==> config.mk <==
export PLATFORM = sky130hd
export DESIGN_NAME = des_decrypt_core
export DESIGN_NICKNAME = d
export VERILOG_FILES = /design/src/rtl/des_decrypt_core.sv
export SDC_FILE = /design/constraint.sdc
export NUM_CORES = 1
export LEC_CHECK = 0
export ABC_AREA = 1
export CORE_MARGIN = 5
export CORE_UTILIZATION = 55
export CTS_BUF_LIST = sky130_fd_sc_hd__clkbuf_2
export DETAILED_ROUTE_END_ITERATION = 7
export GPL_ROUTABILITY_DRIVEN = 0
export PLACE_DENSITY = 0.84
export SYNTH_ARGS = -nofsm -noshare
export SYNTH_HDL_FRONTEND = slang
export SYNTH_SLANG_ARGS = --single-unit
==> constraint.sdc <==
create_clock -name clk -period 4.3 [get_ports clk]
set_clock_uncertainty 0.05 [all_clocks]
set_input_delay 0.645 -clock clk [delete_from_list [all_inputs] [get_ports clk]]
set_output_delay 0.645 -clock clk [all_outputs]
set_load 0.01 [all_outputs]
==> src/rtl/des_decrypt_core.sv <==
// Iterative DES decryption core (FIPS 46-3), UNROLL rounds per clock, valid/ready on both sides.
// Optional DES_DEC_ENCRYPT_EN adds a `mode` input selecting encryption (mode=1) or decryption.
module des_decrypt_core #(
  parameter int unsigned UNROLL = 1
) (
  input  logic        clk,
  input  logic        rst,
  input  logic        in_valid,
  output logic        in_ready,
  input  logic [63:0] in_data,
  input  logic [63:0] in_key,
`ifdef DES_DEC_ENCRYPT_EN
  input  logic        mode,
`endif
  output logic        out_valid,
  input  logic        out_ready,
  output logic [63:0] out_data,
  output logic        busy
);

  typedef enum logic [1:0] {StIdle, StRound, StDone} state_t;

  localparam int unsigned IP_TAB [64] = '{
    58, 50, 42, 34, 26, 18, 10, 2, 60, 52, 44, 36, 28, 20, 12, 4,
    62, 54, 46, 38, 30, 22, 14, 6, 64, 56, 48, 40, 32, 24, 16, 8,
    57, 49, 41, 33, 25, 17,  9, 1, 59, 51, 43, 35, 27, 19, 11, 3,
    61, 53, 45, 37, 29, 21, 13, 5, 63, 55, 47, 39, 31, 23, 15, 7};
  localparam int unsigned PC1_TAB [56] = '{
    57, 49, 41, 33, 25, 17,  9,  1, 58, 50, 42, 34, 26, 18,
    10,  2, 59, 51, 43, 35, 27, 19, 11,  3, 60, 52, 44, 36,
    63, 55, 47, 39, 31, 23, 15,  7, 62, 54, 46, 38, 30, 22,
    14,  6, 61, 53, 45, 37, 29, 21, 13,  5, 28, 20, 12,  4};
  localparam int unsigned PC2_TAB [48] = '{
    14, 17, 11, 24,  1,  5,  3, 28, 15,  6, 21, 10, 23, 19, 12,  4,
    26,  8, 16,  7, 27, 20, 13,  2, 41, 52, 31, 37, 47, 55, 30, 40,
    51, 45, 33, 48, 44, 49, 39, 56, 34, 53, 46, 42, 50, 36, 29, 32};
  localparam int unsigned E_TAB [48] = '{
    32,  1,  2,  3,  4,  5,  4,  5,  6,  7,  8,  9,  8,  9, 10, 11,
    12, 13, 12, 13, 14, 15, 16, 17, 16, 17, 18, 19, 20, 21, 20, 21,
    22, 23, 24, 25, 24, 25, 26, 27, 28, 29, 28, 29, 30, 31, 32,  1};
  localparam int unsigned P_TAB [32] = '{
    16,  7, 20, 21, 29, 12, 28, 17,  1, 15, 23, 26,  5, 18, 31, 10,
     2,  8, 24, 14, 32, 27,  3,  9, 19, 13, 30,  6, 22, 11,  4, 25};
  // Entry (row*16+col) of each box sits at nibble index from the MSB.
  localparam logic [255:0] SBOX [8] = '{
    256'hE4D12FB83A6C5907_0F74E2D1A6CB9538_41E8D62BFC973A50_FC8249175B3EA06D,
    256'hF18E6B34972DC05A_3D47F28EC01A69B5_0E7BA4D158C6932F_D8A13F42B67C05E9,
    256'hA09E63F51DC7B428_D70934A6285ECBF1_D6498F30B12C5AE7_1AD069874FE3B52C,
    256'h7DE3069A1285BC4F_D8B56F03472C1AE9_A690CB7DF13E5284_3F06A1D8945BC72E,
    256'h2C417AB6853FD0E9_EB2C47D150FA3986_421BAD78F9C5630E_B8C71E2D6F09A453,
    256'hC1AF92680D34E75B_AF427C9561DE0B38_9EF528C3704A1DB6_432C95FABE17608D,
    256'h4B2EF08D3C975A61_D0B7491AE35C2F86_14BDC37EAF680592_6BD814A7950FE23C,
    256'hD2846FB1A93E50C7_1FD8A374C56B0E92_7B419CE206ADF358_21E74A8DFC90356B};

  function automatic logic [63:0] ip_fwd(input logic [63:0] x);
    logic [63:0] y;
    y = '0;
    for (int i = 0; i < 64; i++) y[63-i] = x[64-IP_TAB[i]];
    return y;
  endfunction

  function automatic logic [63:0] ip_inv(input logic [63:0] x);
    logic [63:0] y;
    y = '0;
    for (int i = 0; i < 64; i++) y[64-IP_TAB[i]] = x[63-i];
    return y;
  endfunction

  function automatic logic [55:0] pc1(input logic [63:0] x);
    logic [55:0] y;
    y = '0;
    for (int i = 0; i < 56; i++) y[55-i] = x[64-PC1_TAB[i]];
    return y;
  endfunction

  function automatic logic [47:0] pc2(input logic [55:0] x);
    logic [47:0] y;
    y = '0;
    for (int i = 0; i < 48; i++) y[47-i] = x[56-PC2_TAB[i]];
    return y;
  endfunction

  function automatic logic [31:0] feistel(input logic [31:0] r, input logic [47:0] k);
    logic [47:0] x;
    logic [31:0] s;
    logic [31:0] y;
    logic [5:0]  six;
    logic [5:0]  idx;
    x = '0;
    s = '0;
    y = '0;
    for (int i = 0; i < 48; i++) x[47-i] = r[32-E_TAB[i]];
    x = x ^ k;
    for (int b = 0; b < 8; b++) begin
      six = x[47-6*b -: 6];
      idx = {six[5], six[0], six[4:1]};
      s[31-4*b -: 4] = SBOX[b][255-4*int'(idx) -: 4];
    end
    for (int i = 0; i < 32; i++) y[31-i] = s[32-P_TAB[i]];
    return y;
  endfunction

  // Right-rotation amounts that walk the key schedule backwards from K16 (no rotate) to K1.
  function automatic logic [1:0] dec_rot(input int unsigned rnd);
    if (rnd == 1) return 2'd0;
    if (rnd == 2 || rnd == 9 || rnd == 16) return 2'd1;
    return 2'd2;
  endfunction

  function automatic logic [27:0] rotr28(input logic [27:0] x, input logic [1:0] s);
    case (s)
      2'd0:    return x;
      2'd1:    return {x[0], x[27:1]};
      default: return {x[1:0], x[27:2]};
    endcase
  endfunction

`ifdef DES_DEC_ENCRYPT_EN
  function automatic logic [1:0] enc_rot(input int unsigned rnd);
    if (rnd == 1 || rnd == 2 || rnd == 9 || rnd == 16) return 2'd1;
    return 2'd2;
  endfunction

  function automatic logic [27:0] rotl28(input logic [27:0] x, input logic [1:0] s);
    if (s == 2'd1) return {x[26:0], x[27]};
    return {x[25:0], x[27:26]};
  endfunction

  logic mode_q;
`endif

  state_t      state_q;
  logic [31:0] l_q, r_q;
  logic [27:0] c_q, d_q;
  logic [4:0]  cnt_q;
  logic [4:0]  cnt_d;

  logic [63:0] ip_in;
  logic [55:0] cd_in;
  logic [31:0] l_n, r_n, tmp;
  logic [27:0] c_n, d_n;
  logic [47:0] sub;
  int unsigned rnd;

  assign in_ready = (state_q == StIdle);
  assign busy     = (state_q != StIdle);
  assign cnt_d    = cnt_q + 5'(UNROLL);

  always_comb begin
    ip_in = ip_fwd(in_data);
    cd_in = pc1(in_key);
    l_n   = l_q;
    r_n   = r_q;
    c_n   = c_q;
    d_n   = d_q;
    sub   = '0;
    tmp   = '0;
    rnd   = 0;
    for (int unsigned k = 0; k < UNROLL; k++) begin
      rnd = {27'd0, cnt_q} + k + 32'd1;
`ifdef DES_DEC_ENCRYPT_EN
      if (mode_q) begin
        c_n = rotl28(c_n, enc_rot(rnd));
        d_n = rotl28(d_n, enc_rot(rnd));
      end else begin
        c_n = rotr28(c_n, dec_rot(rnd));
        d_n = rotr28(d_n, dec_rot(rnd));
      end
`else
      c_n = rotr28(c_n, dec_rot(rnd));
      d_n = rotr28(d_n, dec_rot(rnd));
`endif
      sub = pc2({c_n, d_n});
      tmp = r_n;
      r_n = l_n ^ feistel(r_n, sub);
      l_n = tmp;
    end
  end

  always_ff @(posedge clk) begin
    if (rst) begin
      state_q   <= StIdle;
      l_q       <= '0;
      r_q       <= '0;
      c_q       <= '0;
      d_q       <= '0;
      cnt_q     <= '0;
      out_valid <= 1'b0;
      out_data  <= '0;
`ifdef DES_DEC_ENCRYPT_EN
      mode_q    <= 1'b0;
`endif
    end else begin
      unique case (state_q)
        StIdle: begin
          if (in_valid) begin
            l_q     <= ip_in[63:32];
            r_q     <= ip_in[31:0];
            c_q     <= cd_in[55:28];
            d_q     <= cd_in[27:0];
            cnt_q   <= '0;
            state_q <= StRound;
`ifdef DES_DEC_ENCRYPT_EN
            mode_q  <= mode;
`endif
          end
        end
        StRound: begin
          l_q   <= l_n;
          r_q   <= r_n;
          c_q   <= c_n;
          d_q   <= d_n;
          cnt_q <= cnt_d;
          if (cnt_d == 5'd16) begin
            // Final swap: preoutput is R16||L16.
            out_data  <= ip_inv({r_n, l_n});
            out_valid <= 1'b1;
            state_q   <= StDone;
          end
        end
        StDone: begin
          if (out_ready) begin
            out_valid <= 1'b0;
            state_q   <= StIdle;
          end
        end
        default: state_q <= StIdle;
      endcase
    end
  end

endmodule

==> metrics.md, run 1 <==
| Metric | Value |
|---|---|
| Status | `finished, violations left` |
| Failing checks | `design-rule violations` |
| Initial Util | `56.1%` |
| Peak supply drop | `0.240 mV` |
| CTS Buf Count | `17` |
| Clock transition at the registers of the reported paths | `0.35 ns` |
| Hold Violations, Final | `0` |
| Fin crit share | `94.3%` |
| First drt pass iteration count | `8` |
| Endpoints failing setup | `0` |
| CTS Root Buffer Type | `clkbuf_2` |
| Syn-to-layout area delta | `15.6%` |
| Pwr Total | `between 7 and 8 mW` |
| Pre-CTS setup slack | `between 0.3 and 0.4 ns` |
| Largest stage delay, worst path | `0.48 ns` |
| Critical path class | `flip-flop to flip-flop` |
| Synthesized area per cell | `5.98 sq um` |
| Cells after synthesis | `2536` |
| Setup WS post-layout | `0.243 ns` |
| Core Rows | `60` |
| Clk Latency, worst-skew pair | `0.87 ns` |
| Area of the multi-input gates | `0.00986 sq mm` |
| Filler Cells Inserted | `2456` |
| Post-synth top area share | `25.3%` |
| Post-CTS setup buffers | `0` |
| WP data arrival | `4.79 ns` |
| Clk sinks | `around 190` |
| Worst Hold Class | `input pin to flip-flop` |
| Worst setup EP type | `flip-flop` |
| Wire length on met3 | `5.84 mm` |
| Via-per-instance ratio | `6.16` |
| Area contributors post-synth | `dfxtp_1, nand2_1, nand3_1` |
| Slew HR | `~28%` |
| Buf/Inv on CP | `1` |
| Syn nets | `2732` |
| TritonCTS clock tree | `done` |
| # nets final | `around 2800` |
| Slew Limit Fails | `0` |
| Routed Antenna Nets | `0` |
| Post-cts hold buffer count | `0` |
| Worst hold margin | `0.186 ns` |
| Leakage Power | `slightly below 8 nW` |
| DIE AREA | `0.0310 sq mm` |
| GRT overflow | `0` |
| Crit path required time | `a little over 5 ns` |
| Max FO, Critical Path | `14` |
| Cells after DPL | `2969` |
| Cell Pwr Density | `413 mW/mm^2` |
| CP delay by family, top | `simple AND/OR/NAND/NOR gates` |
| Async SR Flop Fraction | `0%` |
| First-pass GRT wire length | `87.0 mm` |
| Ys flop type | `dfxtp_1` |
| Met1 wire length | `20.0 mm` |
| Proportion of layout cells with a drive suffix above 1 | `5.11%` |
| IO Port Bufs | `190` |
| CTS max path bufs | `2` |
| Setup TNS | `0 ns` |
| Worst slew pin tran | `1.08 ns` |
| Fin cells | `3003` |
| WL final | `56.0 mm` |
| Register area | `~0.0038 sq mm` |
| RSZ-0062 raised after global routing | `false` |
| Htree depth | `4` |
| Post-synth EDFFs | `0` |
| Synth Warn # | `0` |
| Post-synthesis cell type count | `35` |
| Residual DRC | `44` |
| Largest net degree at the start of global routing | `between 150 and 200` |
| Wirelength per Cell | `18.6 microns` |
| CP cell instances | `ha_1 > nand3_1 > nand2_1 > nand2_2 > nor2_2 > nand2_4 > buf_4 > nand4_1 > nand3_1 > nand2_1 > nand2_1 > ha_1 > nand2_1 > nand2_1 > nor2_1 > o21ai_0 > nand3_1 > nand3_1 > nand3_1 > a21oi_1` |
| DIE HEIGHT | `176 microns` |
| Initial DRC count | `around 2600` |
| HPWL Detailed | `between 40 and 50 mm` |
| Most instantiated cells after synthesis | `nand2_1, nand3_1, inv_1` |
| Synth Cell Area | `0.0152 sq mm` |
| Number of global-route vias before repair | `16966` |
| Max Cap Violations | `0` |
| Highest Signal Layer | `met4` |
| Die W | `176 microns` |
| Fin crit period | `roughly 4.1 ns` |
| DR vias | `18488` |
| Core Area | `about 0.027 sq mm` |
| Startpoint Class | `flip-flop` |
| Crit-path slowest cell | `dfxtp_2` |
| I/O Pins | `199` |
| Count leader, synth | `nand2_1` |
| Routed wl met2 | `24.8 mm` |
| Max Clk Rate | `0.247 GHz` |
| Register area share after synthesis | `25.3%` |
| Total GRT Usage | `34.5%` |
| Antenna violations before repair | `2` |
| Area leader, netlist | `dfxtp_1` |
| Register bit count reported by yosys | `roughly 190` |
[repair_timing]
| action | in CTS | in global routing |
|---|---|---|
| setup endpoints to repair | 0 | 18 |
| gates resized for setup | 0 | 3 |
| hold endpoints to repair | 0 | 0 |
[worst reg2reg max path: stages, from the launching register on]
cell     delay, ns
dfxtp_2       0.48
ha_1          0.23
nand3_1       0.09
nand2_1       0.08
nand2_2       0.09
nor2_2        0.25
nand2_4       0.19
buf_4         0.25
nand4_1       0.13
nand3_1       0.18
nand2_1       0.10
nand2_1       0.22
ha_1          0.42
nand2_1       0.15
nand2_1       0.17
nor2_1        0.05
o21ai_0       0.20
nand3_1       0.26
nand3_1       0.19
nand3_1       0.09
a21oi_1       0.17
[area by class of cell]
type | count | area share [%]
multi-input cells | 1975 | 56.3
flip-flops and latches | 192 | 21.9
repair buffers | 219 | 12.6
inverters | 242 | 5.21
well taps | 341 | 2.43
clock inverters | 14 | 1.04
clock buffers | 18 | 0.514
diodes | 2 | 0.0286
[stage by stage]
step / util (%) / instance area, sq um
after global placement: 63.8 / 17200
after global routing: 64.9 / 17500
final: 64.9 / 17500
after CTS: 64.8 / 17500
after floorplan: - / 15200
after detailed placement: 63.8 / 17200
[power breakdown]
group          leakage, nW  internal, mW  switching [mW]
clock network        0.163         0.262           0.790
logic                 6.01          1.31            2.80
registers             1.57          1.90           0.162
[cells by family after synthesis]
group	Yosys count	share of synthesized area [%]
buffers and inverters	369	9.82
adders and majority gates	64	5.28
AOI/OAI and AO/OA	337	13.6
and+or+nand+nor	1559	44.7
DFF	192	25.3
xor gates and xnor gates	15	1.31
[flip-flops by register name (all words and copies together) (netlist names)]
signal	count
d_q	28
l_n	32
l_q	32
cnt_q	5
state_q	2
out_data	64
out_valid	1
c_q	28
[metal layers]
layer	up-vias	GRT usage (%)
met2	1191	55.3
met3	329	7.49
li1	8657	-
met4	0	26.8
met5	-	0
met1	8311	40.1
[path summary, 6_finish.rpt]
kind | start | end | slack (ns) | cells past startpoint
hold / removal | rst | out_data[53]$_SDFFE_PP0P_ | 0.19 | 2
hold reg to reg | out_data[63]$_SDFFE_PP0P_ | out_data[63]$_SDFFE_PP0P_ | 0.43 | 2
setup / recovery | cnt_q[0]$_SDFFE_PP0P_ | l_n[28]$_SDFFE_PP0P_ | 0.24 | 20
setup reg to reg | cnt_q[0]$_SDFFE_PP0P_ | l_n[28]$_SDFFE_PP0P_ | 0.24 | 20
[cell usage in the layout (no fill, tap or decap), drive strengths merged]
cell type      instances
or2                    6
clkdlybuf4s50        189
a21oi                154
buf                   30
o21ai                 61
clkbuf                18
nand4                102
xor2                  15
bufinv                 1
nand3                401
diode                  2
o221ai                32
nor2                  73
a31oi                 29
clkinv                 7
ha                    64
o211ai                61
nand3b                11
inv                  248
dfxtp                192
nand2                966
No activity file was read; power rests on OpenSTA's default activity.
==> inputs of run 2 (changes only) <==
CAP_MARGIN = 15   (was not set)
CORE_UTILIZATION = 45   (was 55)
PLACE_DENSITY = 0.71   (was 0.84)
RECOVER_POWER = 100   (was not set)
==> run 2 against run 1 <==
Net effect:
- the run ends with max-capacitance violations, max-slew violations left
- worst setup slack worse by 0.059 ns
- maximum frequency is 1.4% lower
- sequential cell count stayed put
- largest power group unchanged
==> metrics.md, run 2 (same netlist as run 1, synthesis figures left out) <==
| Metric | Value |
|---|---|
| Status | `finished, violations left` |
| Failing checks | `max-capacitance violations, max-slew violations` |
| Startpoint Class | `flip-flop` |
| Slew Limit Fails | `17` |
| Filler Cells Inserted | `~3500` |
| IO Port Bufs | `190` |
| Max FO, Critical Path | `44` |
| Number of global-route vias before repair | `17190` |
| DIE AREA | `around 0.037 sq mm` |
| WP data arrival | `approximately 5 ns` |
| Core Area | `0.0334 sq mm` |
| First-pass GRT wire length | `~92 mm` |
| Setup TNS | `0 ns` |
| Worst setup EP type | `flip-flop` |
| Reg2reg setup slack | `0.18 ns` |
| Critical path class | `flip-flop to flip-flop` |
| Post-cts hold buffer count | `0` |
| Slew HR | `-10.6%` |
| GRT overflow | `0` |
| Hold worst-path end | `out_data[39]$_SDFFE_PP0P_` |
| R2r startpoint | `state_q[1]$_SDFFE_PP0P_` |
| WL final | `between 50 and 60 mm` |
| Post-DP Area | `0.0174 sq mm` |
| Htree depth | `4` |
| CTS Root Buffer Type | `clkbuf_2` |
| Cell Pwr Density | `414 mW/mm^2` |
| TritonCTS clock tree | `done` |
| Min-Delay Path Depth | `2` |
| Residual DRC | `0` |
| Hold Violations, Final | `0` |
| Top reg by flops | `out_data` |
| I/O Pins | `199` |
| Commonest cells after routing, fill and taps aside | `nand2_1, nand3_1, inv_1, dfxtp_1, a21oi_1` |
| Syn-to-layout area delta | `15.9%` |
| Worst slew pin tran | `1.64 ns` |
| Worst hold margin | `roughly 0.080 ns` |
| First drt pass iteration count | `8` |
| Post-CTS setup buffers | `0` |
| Fin crit period | `4.12 ns` |
| Antenna violations before repair | `1` |
| Most common cell after layout, fill and taps aside | `nand2_1` |
| # nets final | `2846` |
| RSZ-0062 raised after global routing | `false` |
| Max Clk Rate | `0.243 GHz` |
| Routed Antenna Nets | `0` |
| Clock transition at the registers of the reported paths | `0.32 ns` |
| Wirelength per Cell | `18.9 microns` |
| CTS max path bufs | `2` |
| Proportion of layout cells with a drive suffix above 1 | `4.88%` |
| Clk sinks | `roughly 190` |
| Max Cap Violations | `1` |
| Reg-to-reg endpoint | `c_q[1]$_SDFFE_PP0P_` |
| Fin crit share | `95.7%` |
| Leakage Power | `7.96 nW` |
| Post-CTS sizing | `0` |
| Hold path start | `rst` |
| Core Rows | `67` |
| Total GRT Usage | `30.1%` |
| Max reg flops | `64` |
| Die W | `194 microns` |
| Initial DRC count | `2138` |
| CTS Buf Count | `17` |
| Reg2reg path depth | `7` |
| Clk Latency, worst-skew pair | `slightly below 0.9 ns` |
| Crit path required time | `5.04 ns` |
| Initial Util | `between 40% and 50%` |
| Endpoints failing setup | `0` |
| DIE HEIGHT | `194 microns` |
| Peak supply drop | `0.209 mV` |
| Final instance area | `0.0176 sq mm` |
| Worst Hold Class | `input pin to flip-flop` |
| Via-per-instance ratio | `just under 6` |
| HPWL Detailed | `about 43 mm` |
| Largest net degree at the start of global routing | `112` |
| DR vias | `18236` |
## run 2: through the flow
stage	total power, mW	setup WS, ns	instances	utilization (%)
after global placement	6.00	0.529	3079	52.0
after floorplan	4.99	0.985	2536	-
after detailed placement	6.12	0.434	3079	52.0
final	7.27	0.184	3113	52.7
after global routing	7.81	0.00226	3112	52.7
after CTS	7.16	0.377	3111	52.8
## run 2: worst max-delay path by stage
stage | startpoint | end | slack, ns | cells past startpoint
after floorplan | cnt_q[0]$_SDFFE_PP0P_ | out_data[56]$_SDFFE_PP0P_ | 0.99 | 24
after global placement | cnt_q[0]$_SDFFE_PP0P_ | out_data[28]$_SDFFE_PP0P_ | 0.53 | 23
after detailed placement | cnt_q[0]$_SDFFE_PP0P_ | l_n[8]$_SDFFE_PP0P_ | 0.43 | 23
after CTS | cnt_q[0]$_SDFFE_PP0P_ | l_n[8]$_SDFFE_PP0P_ | 0.38 | 23
after global routing | cnt_q[1]$_SDFFE_PP0P_ | l_n[18]$_SDFFE_PP0P_ | 0.002 | 26
final | state_q[1]$_SDFFE_PP0P_ | c_q[1]$_SDFFE_PP0P_ | 0.18 | 7
## run 2: worst max-delay path, cell delays in order, from the launching register on
cell and delay [ns]:
dfxtp_1 0.44, nor2_2 0.13, clkbuf_1 0.98, nor2_1 0.23, inv_1 0.84, buf_2 0.97, o211ai_1 0.22, a21oi_1 0.18
## run 2: cell type report
cell class                      count  area (sq um)  area share [%]
Clock buffer                       17          85.1           0.484
Inverter                          242           911            5.18
Multi-Input combinational cell   1975          9820            55.9
Antenna cell                        2          5.00          0.0285
Sequential cell                   192          3840            21.9
Timing Repair Buffer              222          2170            12.3
Tap cell                          448           561            3.19
Clock inverter                     15           178            1.01
## run 2: layer usage
layer	routed length [microns]	part of all wire (%)	track usage [%]
met1	22900	39	36.3
met2	27100	46	49.8
met3	4600	7.8	5.06
met4	4320	7.3	19.0
met5	0	0	0
## run 2: power by group
part,leakage (nW),internal (mW),switching (mW)
sequential,1.57,1.90,0.158
clock,0.153,0.291,0.759
combinational,6.23,1.31,2.85
